[config.mk]
export PLATFORM = sky130hd
export DESIGN_NAME = voice_alloc
export DESIGN_NICKNAME = d
export VERILOG_FILES = /design/src/rtl/synth_pkg.sv /design/src/rtl/voice_slot.sv /design/src/rtl/voice_alloc.sv
export SDC_FILE = /design/constraint.sdc
export NUM_CORES = 1
export LEC_CHECK = 0
export ABC_AREA = 1
export CAP_MARGIN = 20
export CORE_ASPECT_RATIO = 0.75
export CORE_UTILIZATION = 51
export DETAILED_ROUTE_END_ITERATION = 16
export PLACE_DENSITY = 0.76
export SETUP_SLACK_MARGIN = 0.15
export SLEW_MARGIN = 0
export SYNTH_ARGS = -nofsm -noshare
export SYNTH_HDL_FRONTEND = slang
export SYNTH_SLANG_ARGS = --single-unit
[constraint.sdc]
create_clock -name clk -period 4.8 [get_ports clk]
set_input_delay 0.96 -clock clk [delete_from_list [all_inputs] [get_ports clk]]
set_output_delay 0.96 -clock clk [all_outputs]
set_load 0.02 [all_outputs]
[src/rtl/synth_pkg.sv]
// Shared definitions for the synth voice path.
//   NOTE_W  : MIDI note number width
//   state_e : voice allocator FSM encoding
//   ev_e    : latched event type
package synth_pkg;

  localparam int NOTE_W = 7;

  typedef enum logic [1:0] {
    IDLE   = 2'd0,
    SCAN   = 2'd1,
    COMMIT = 2'd2
  } state_e;

  typedef enum logic {
    EV_ON  = 1'b0,
    EV_OFF = 1'b1
  } ev_e;

endpackage

[src/rtl/voice_slot.sv]
// One voice's bookkeeping: note, gate and a saturating age counter.
//   clk, rst   : clock, async active-high reset
//   load       : assign load_note, open gate, clear age
//   rel        : close gate, keep note and age for the release phase
//   age_inc    : bump age by one if gated, saturating at VOICES-1
//   load_note  : note to assign on load
//   note/gate/age : current slot state (registered)
module voice_slot
  import synth_pkg::*;
#(
  parameter int VOICES = 4,
  parameter int VW     = 2
) (
  input  logic              clk,
  input  logic              rst,
  input  logic              load,
  input  logic              rel,
  input  logic              age_inc,
  input  logic [NOTE_W-1:0] load_note,
  output logic [NOTE_W-1:0] note,
  output logic              gate,
  output logic [VW-1:0]     age
);

  localparam logic [VW-1:0] AGE_MAX = VW'(VOICES - 1);

  logic [NOTE_W-1:0] note_q, note_d;
  logic              gate_q, gate_d;
  logic [VW-1:0]     age_q, age_d;

  // Next-state for the slot; load wins over release over ageing.
  always_comb begin
    note_d = note_q;
    gate_d = gate_q;
    age_d  = age_q;
    if (load) begin
      note_d = load_note;
      gate_d = 1'b1;
      age_d  = {VW{1'b0}};
    end else if (rel) begin
      gate_d = 1'b0;
    end else if (age_inc && gate_q && (age_q != AGE_MAX)) begin
      age_d = age_q + VW'(1);
    end else begin
      age_d = age_q;
    end
  end

  // Slot state register.
  always_ff @(posedge clk or posedge rst) begin
    if (rst) begin
      note_q <= {NOTE_W{1'b0}};
      gate_q <= 1'b0;
      age_q  <= {VW{1'b0}};
    end else begin
      note_q <= note_d;
      gate_q <= gate_d;
      age_q  <= age_d;
    end
  end

  assign note = note_q;
  assign gate = gate_q;
  assign age  = age_q;

endmodule

[src/rtl/voice_alloc.sv]
// Polyphonic voice allocator. Each accepted note_on/note_off is resolved by a
// one-voice-per-cycle scan followed by a commit cycle.
//   clk, rst      : clock, async active-high reset
//   note_on/off   : one-cycle event strobes (note_on wins if both high)
//   note          : note number qualified by either strobe
//   busy          : event in progress; strobes seen while high are dropped
//   voice_note    : per-voice note, voice i at [7i+6:7i]
//   voice_gate    : per-voice gate
//   voice_trig    : one-cycle pulse on the voice (re)assigned by note_on
//   steal         : one-cycle pulse with voice_trig when an active voice was stolen
module voice_alloc
  import synth_pkg::*;
#(
  parameter int VOICES = 4,
  parameter int VW     = $clog2(VOICES)
) (
  input  logic                     clk,
  input  logic                     rst,
  input  logic                     note_on,
  input  logic                     note_off,
  input  logic [NOTE_W-1:0]        note,
  output logic                     busy,
  output logic [NOTE_W*VOICES-1:0] voice_note,
  output logic [VOICES-1:0]        voice_gate,
  output logic [VOICES-1:0]        voice_trig,
  output logic                     steal
);

  state_e            state_q, state_d;
  logic [VW-1:0]     idx_q, idx_d;
  ev_e               ev_q, ev_d;
  logic [NOTE_W-1:0] lnote_q, lnote_d;
  logic              match_ok_q, match_ok_d, free_ok_q, free_ok_d, old_ok_q, old_ok_d;
  logic [VW-1:0]     match_idx_q, match_idx_d, free_idx_q, free_idx_d;
  logic [VW-1:0]     old_idx_q, old_idx_d, old_age_q, old_age_d;
  logic [VOICES-1:0] trig_q, trig_d;
  logic              steal_q, steal_d;

  logic [NOTE_W-1:0] slot_note [VOICES];
  logic [VW-1:0]     slot_age  [VOICES];
  logic [VOICES-1:0] slot_gate;
  logic [VOICES-1:0] load_s, rel_s, age_inc_s;
  logic [VW-1:0]     target_s;

  // FSM next-state, scan trackers and commit controls.
  always_comb begin
    state_d     = state_q;
    idx_d       = idx_q;
    ev_d        = ev_q;
    lnote_d     = lnote_q;
    match_ok_d  = match_ok_q;
    match_idx_d = match_idx_q;
    free_ok_d   = free_ok_q;
    free_idx_d  = free_idx_q;
    old_ok_d    = old_ok_q;
    old_idx_d   = old_idx_q;
    old_age_d   = old_age_q;
    trig_d      = {VOICES{1'b0}};
    steal_d     = 1'b0;
    load_s      = {VOICES{1'b0}};
    rel_s       = {VOICES{1'b0}};
    age_inc_s   = {VOICES{1'b0}};
    target_s    = {VW{1'b0}};
    case (state_q)
      IDLE: begin
        if (note_on || note_off) begin
          ev_d       = note_on ? EV_ON : EV_OFF;
          lnote_d    = note;
          match_ok_d = 1'b0;
          free_ok_d  = 1'b0;
          old_ok_d   = 1'b0;
          idx_d      = {VW{1'b0}};
          state_d    = SCAN;
        end else begin
          state_d = IDLE;
        end
      end
      SCAN: begin
        if (!match_ok_q && slot_gate[idx_q] && (slot_note[idx_q] == lnote_q)) begin
          match_ok_d  = 1'b1;
          match_idx_d = idx_q;
        end else begin
          match_ok_d = match_ok_q;
        end
        if (!free_ok_q && !slot_gate[idx_q]) begin
          free_ok_d  = 1'b1;
          free_idx_d = idx_q;
        end else begin
          free_ok_d = free_ok_q;
        end
        // Strict '>' keeps the lowest index on equal ages.
        if (slot_gate[idx_q] && (!old_ok_q || (slot_age[idx_q] > old_age_q))) begin
          old_ok_d  = 1'b1;
          old_idx_d = idx_q;
          old_age_d = slot_age[idx_q];
        end else begin
          old_ok_d = old_ok_q;
        end
        if (idx_q == VW'(VOICES - 1)) begin
          state_d = COMMIT;
        end else begin
          idx_d = idx_q + VW'(1);
        end
      end
      COMMIT: begin
        if (ev_q == EV_ON) begin
          if (match_ok_q) begin
            target_s = match_idx_q;
          end else if (free_ok_q) begin
            target_s = free_idx_q;
          end else begin
            target_s = old_idx_q;
          end
          steal_d = !match_ok_q && !free_ok_q;
          for (int i = 0; i < VOICES; i++) begin
            if (target_s == VW'(i)) begin
              load_s[i] = 1'b1;
              trig_d[i] = 1'b1;
            end else begin
              age_inc_s[i] = 1'b1;  // slot ignores this when not gated
            end
          end
        end else begin
          for (int i = 0; i < VOICES; i++) begin
            if (match_ok_q && (match_idx_q == VW'(i))) begin
              rel_s[i] = 1'b1;
            end else begin
              rel_s[i] = 1'b0;
            end
          end
        end
        state_d = IDLE;
      end
      default: state_d = IDLE;
    endcase
  end

  // FSM, scan trackers and pulse outputs.
  always_ff @(posedge clk or posedge rst) begin
    if (rst) begin
      state_q     <= IDLE;
      idx_q       <= {VW{1'b0}};
      ev_q        <= EV_ON;
      lnote_q     <= {NOTE_W{1'b0}};
      match_ok_q  <= 1'b0;
      match_idx_q <= {VW{1'b0}};
      free_ok_q   <= 1'b0;
      free_idx_q  <= {VW{1'b0}};
      old_ok_q    <= 1'b0;
      old_idx_q   <= {VW{1'b0}};
      old_age_q   <= {VW{1'b0}};
      trig_q      <= {VOICES{1'b0}};
      steal_q     <= 1'b0;
    end else begin
      state_q     <= state_d;
      idx_q       <= idx_d;
      ev_q        <= ev_d;
      lnote_q     <= lnote_d;
      match_ok_q  <= match_ok_d;
      match_idx_q <= match_idx_d;
      free_ok_q   <= free_ok_d;
      free_idx_q  <= free_idx_d;
      old_ok_q    <= old_ok_d;
      old_idx_q   <= old_idx_d;
      old_age_q   <= old_age_d;
      trig_q      <= trig_d;
      steal_q     <= steal_d;
    end
  end

  for (genvar g = 0; g < VOICES; g++) begin : g_slot
    voice_slot #(.VOICES(VOICES), .VW(VW)) u_slot (
      .clk       (clk),
      .rst       (rst),
      .load      (load_s[g]),
      .rel       (rel_s[g]),
      .age_inc   (age_inc_s[g]),
      .load_note (lnote_q),
      .note      (slot_note[g]),
      .gate      (slot_gate[g]),
      .age       (slot_age[g])
    );
    assign voice_note[NOTE_W*g +: NOTE_W] = slot_note[g];
  end

  assign busy       = (state_q != IDLE);
  assign voice_gate = slot_gate;
  assign voice_trig = trig_q;
  assign steal      = steal_q;

endmodule

# Word level (Yosys, flattened, before mapping)
# Index checks and enable logic that the tools add are counted.
dict set report word_totals {
  reg_bits 68
  inputBits 11
  out_inout_bits 38
  wordCells 172
}
dict set report op_classes {
  add_sub_neg 5
  order_cmp 3
  n_eq_ne 24
  n_mux 66
  bitwise 1
  reduce_logical 48
}
# operator n
set ops {}
lappend ops {{$mux W2} 21}
lappend ops {{$mux W1} 29}
lappend ops {{$ne A2 B2 Y1 const B} 14}
lappend ops {{$mux W4} 6}
lappend ops {{$reduce_bool A2 Y1} 10}
lappend ops {{$logic_and A1 B1 Y1} 17}
lappend ops {{$reduce_and A2 Y1} 8}
lappend ops {{$bmux W7 S2} 1}
lappend ops {{$mux W7} 2}
lappend ops {{$eq A2 B2 Y1 const B} 6}
lappend ops {{$reduce_and A3 Y1} 4}
lappend ops {{$add A2 B1 Y2 const B} 5}
lappend ops {{$pmux W2 S2} 2}
lappend ops {{$eq A7 B7 Y1} 1}
lappend ops {{$eq A2 B1 Y1 const B} 3}
lappend ops {{$logic_not A2 Y1} 3}
lappend ops {{$pmux W1 S2} 3}
lappend ops {{$bmux W2 S2} 1}
lappend ops {{$logic_not A1 Y1} 4}
lappend ops {{$ge A3 B3 Y1 const B} 1}
lappend ops {{$lt A2 B3 Y1 const B} 1}
lappend ops {{$not A2 Y3} 1}
lappend ops {{$bmux W1 S2} 1}
lappend ops {{$gt A2 B2 Y1} 1}
lappend ops {{$logic_or A1 B1 Y1} 2}

# Depth between registers and ports, before layout
dict set report depth {
  ltp_word 13
  mapped_depth 12
  depth_no_buf 12
}

# By module
# Synthesis repeated with hierarchy kept, for this count alone.
dict set report hier_totals {
  hier_cells 438
  area_unflattened_um2 3413.3
}
# mod n_inst cells_each area_per_inst_um2 seq_area_each_um2
set by_module_without_submodules {}
lappend by_module_without_submodules {voice_slot 4 51 442.9 250.2}
lappend by_module_without_submodules {voice_alloc 1 234 1641.6 700.7}

# Least setup slack after synthesis
# No wires, ideal clock.
dict set report synth_timing {
  kind {flip-flop to flip-flop}
  start {register idx_q[0]}
  end {register old_age_q[1]}
  setup_ps 131
  t_arrival_ps 1805
  t_required_ps 4669
  slack_ps 2864
  stages_incl_launch_ff 12
  n_path_buf 1
  period_less_slack_ps 1936
  path_cell_list {dfrtp_1 inv_2 buf_2 nand2_1 a32o_1 ha_1 nand2_1 o21ai_0 nand2_1 nand4_1 nor2_1 a21oi_1}
}
dict set report synth_via {
  elab_chain_cells 8
  word_cells_on_any_way 10
  cone_classes {1 x order compare; 5 x mux; 1 x bitwise; 3 x reduce/logical}
}
# item line
set synth_lines {}
lappend synth_lines {{from (decl)} voice_alloc.sv:30} ;# logic [VW-1:0] idx_q, idx_d;
lappend synth_lines {{from (signal assigned)} voice_alloc.sv:142} ;# idx_q <= {VW{1'b0}};
lappend synth_lines {{from (signal assigned)} voice_alloc.sv:156} ;# idx_q <= idx_d;
lappend synth_lines {{$not A2 Y3 (implied by the code)} {voice_alloc.sv:92, voice_alloc.sv:95}}
lappend synth_lines {{$bmux W2 S2} {voice_alloc.sv:92, voice_alloc.sv:95}}
lappend synth_lines {{$mux W2 (implied by the code) (2 in series)} {voice_alloc.sv:92, voice_alloc.sv:95}}
lappend synth_lines {{$gt A2 B2 Y1} voice_alloc.sv:92} ;# if (slot_gate[idx_q] && (!old_ok_q || (slot_age[idx_q] > old_age_q))) begin
lappend synth_lines {{$logic_or A1 B1 Y1} voice_alloc.sv:92}
lappend synth_lines {{$logic_and A1 B1 Y1} voice_alloc.sv:92}
lappend synth_lines {{$reduce_and A2 Y1 (no line)} -}
lappend synth_lines {{to (signal assigned)} voice_alloc.sv:151} ;# old_age_q <= {VW{1'b0}};
lappend synth_lines {{to (signal assigned)} voice_alloc.sv:165} ;# old_age_q <= old_age_d;
lappend synth_lines {{to (decl)} voice_alloc.sv:35} ;# logic [VW-1:0] old_idx_q, old_idx_d, old_age_q, old_age_d;
# Parallel ways exist; a longest one is shown, timed or not. The select of a mux whose other input is x is not followed.
# A chain may end at the register's enable or synchronous reset.

# Worst setup path after layout
# Ends and elaborated chain as after synthesis.

==> run summary <==
Die Span X - 95.0 µm
endpoint type of the worst setup path - flop
DRC - 0
DR pass1 iterations - 6
fill count - 539
Mapped Area - 3310 µm²
hold_ws - 0.491 ns
initial antenna violation count - 0
Slew Limit Fails - 0
static leakage - 0.00191 µW
Core Region - 6290 µm²
Area Overhead vs Synth - 20.5%
Synth Area in Compound Gates - 10.5%
final net count - 454
worst skew pair latency - 0.35 ns
M3 GR Usage - 7.11%
Worst EP arrival - 3.21 ns
FMAX - 335 MHz
# port buffers - 48
number of cells on the worst reg-to-reg path - 11
Post-CTS Hold Fix Bufs - 0
FF-to-FF End - old_age_q[1]
Power Dens Cells - 726 nW/µm²
# diodes - 0
GRT Util Overall - 24.7%
drt total wl - 7820 µm
Setup Skew - 0.00849 ns
largest family of logic cells by synthesized area - simple AND/OR/NAND/NOR gates
clk sinks - 68
relative slew slack - 45.9%
routed len/inst - 15.0 µm
Critical Path Max Stage Delay - 0.87 ns
adder-cell share of the synthesized area - 2.65%
post-detail-place hpwl - 5620 µm
TritonCTS clock tree - done
HP Class - flop to flop
met1 GRT Util - 38.0%
CTS H-Tree Depth - 3
Avg Cell Area, Syn - 8.45 µm²
Worst-Margin Slew - 0.810 ns
root buffer cell - clkbuf_8
asr flop ratio synth - 100%
Max Cap Viol - 0
xor/xnor cell area share of the yosys netlist - 0%
critical path, cell by cell - inv_2 -> o21ai_0 -> o22ai_1 -> ha_1 -> inv_1 -> nor2_1 -> o21ai_0 -> nand2_1 -> nand4_1 -> nor2_1 -> a21oi_1
VDD IR-drop max - 0.341 mV
Vias/cell - 5.36
Hold Startpoint - old_idx_q[0]
vias in the first global route - 2460
total gr overflow - 0
final setup vio count - 0
routed vias - 2786
fin crit share - 62.3%
I/O Pins - 49
share of cells above drive strength 1 - 9.57%
Final Util - 63.4%
Synth Flop Type - dfrtp_1
Syn Inst Count - 391
Simple-Gate Fraction of Synth Area - 28.1%
R2R Setup Slk - 1.81 ns
Setup CP Type - flop to flop
final hold vios - 0
sequential fraction of the synthesis area - 51.5%
GR Util met2 - 34.1%
startpoint type of the worst setup path - flop
Syn Nets - 409
Setup WS pre-CTS - 1.93 ns
postcts setup bufs - 0
register bit total from synthesis - 68
global-route wire length before repair - 12400 µm
unrepaired setup endpoints after global routing - false
worst r2r src - idx_q[0]
CTS buffer count - 9
Die Y - 71.7 µm
# rows - 25
slowest CP cell - dfrtp_1
Detail Route Antenna Nets - 0
Worst EP required - 5.02 ns
DR iter-0 viols - 279
post-CTS sizing - 0
Starting Density - 52.6%
mux cell area share after synthesis - 0%
post-layout min period - 2.99 ns
Worst-path clk slew - 0.07 ns
die area - 6810 µm²
post-synthesis cell type count - 30
hold path cells - 2
setup tns final - 0 ns
yosys warns - 0
Max Buffers Root-to-Sink - 2
number of synthesized flops with an enable pin - 0
GPL Wtd Cong - 0.847
GRT busiest layer - met1
largest net degree at the start of global routing - 41
final worst slack - 1.81 ns
WHS Endpoint - old_idx_q[0]
status - finished, final reports clean
CP max FO - 24
==> report_power, final <==
part / switching (µW) / internal [µW]
clock: 205 / 262
sequential: 235 / 800
combinational: 862 / 528
==> logic make-up (layout without fill, tap and decap cells) <==
logic type	count (synthesis)	count (layout)
AO/OA/AOI/OAI	63	63
flip-flops	68	68
buffers and inverters	50	98
AND/OR/NAND/NOR	203	203
adder cells (fa/ha/maj)	7	7
==> stage by stage <==
step           std cells  total power (µW)  instance area (µm²)
6_report             520              2890                 3980
5_1_grt              520              3100                 3980
4_1_cts              520              2890                 3980
3_5_place_dp         506              2420                 3790
3_3_place_gp         506              2350                 3790
2_1_floorplan        391              1960                 3310
==> flip-flops by register name, summed over array words and instances (netlist names), 2 cells and up <==
name                cells
g_slot.u_slot.note     28
g_slot.u_slot.age       8
lnote_q                 7
g_slot.u_slot.gate      4
voice_trig              4
free_idx_q              2
idx_q                   2
match_idx_q             2
old_age_q               2
old_idx_q               2
state_q                 2
==> worst max-delay path, delay by kind of cell, from the launching register on <==
family | cells | cell delay [ns]
buffers and inverters | 2 | 0.43
DFF | 1 | 0.87
adders and majority gates | 1 | 0.32
and+or+nand+nor | 4 | 0.69
AOI/OAI and AO/OA | 4 | 0.53
==> Yosys cell counts, types with 6 or more instances <==
cell     number  share of area, %
buf_2         6              0.91
buf_4         6               1.4
dfrtp_1      68                51
ha_1          7               2.6
inv_1        29               3.3
nand2_1     121                14
nand3_1      39               5.9
nor2_1       21               2.4
o21ai_0      21               3.2
o21ai_1      31               4.7
o21ai_2       7               1.9
==> area by class of cell <==
cell class                      count  area, µm²  area share, %
Clock buffer                       12        155           3.89
Sequential cell                    68       1700           42.7
Multi-Input combinational cell    273       1360           34.2
Timing Repair Buffer               49        488           12.2
Clock inverter                      2       35.0          0.879
Inverter                           35        139           3.49
Tap cell                           81        101           2.54
==> layer usage <==
layer | part of all wire [%] | wire length [µm]
met1 | 50 | 3910
met2 | 42 | 3310
met3 | 6.4 | 502
met4 | 1.2 | 93
met5 | 0 | 0
==> worst max-delay path by stage <==
| stage | endpoint | cells past startpoint | slack, ns | from |
|---|---|---|---|---|
| 2_1_floorplan | ev_q | 1 | 2.13 | rst |
| 3_3_place_gp | old_age_q[1] | 11 | 2.17 | idx_q[0] |
| 3_5_place_dp | old_age_q[1] | 11 | 1.93 | idx_q[0] |
| 4_1_cts | old_age_q[1] | 11 | 1.88 | idx_q[0] |
| 5_1_grt | old_age_q[1] | 11 | 1.61 | idx_q[0] |
| 6_report | old_age_q[1] | 11 | 1.81 | idx_q[0] |
==> layout by cell type (no fill, tap or decap), drive strengths merged <==
cell           count
nand3b             1
nor3               2
or2                1
inv               35
nor2              25
clkdlybuf4s50     48
o21ai             59
bufinv             1
nand3             43
o22ai              1
nand4              2
clkinv             1
a21oi              2
clkbuf            12
nand2            127
nor4               2
buf                1
ha                 7
dfrtp             68
a32o               1
No activity file was read; power rests on OpenSTA's default activity.
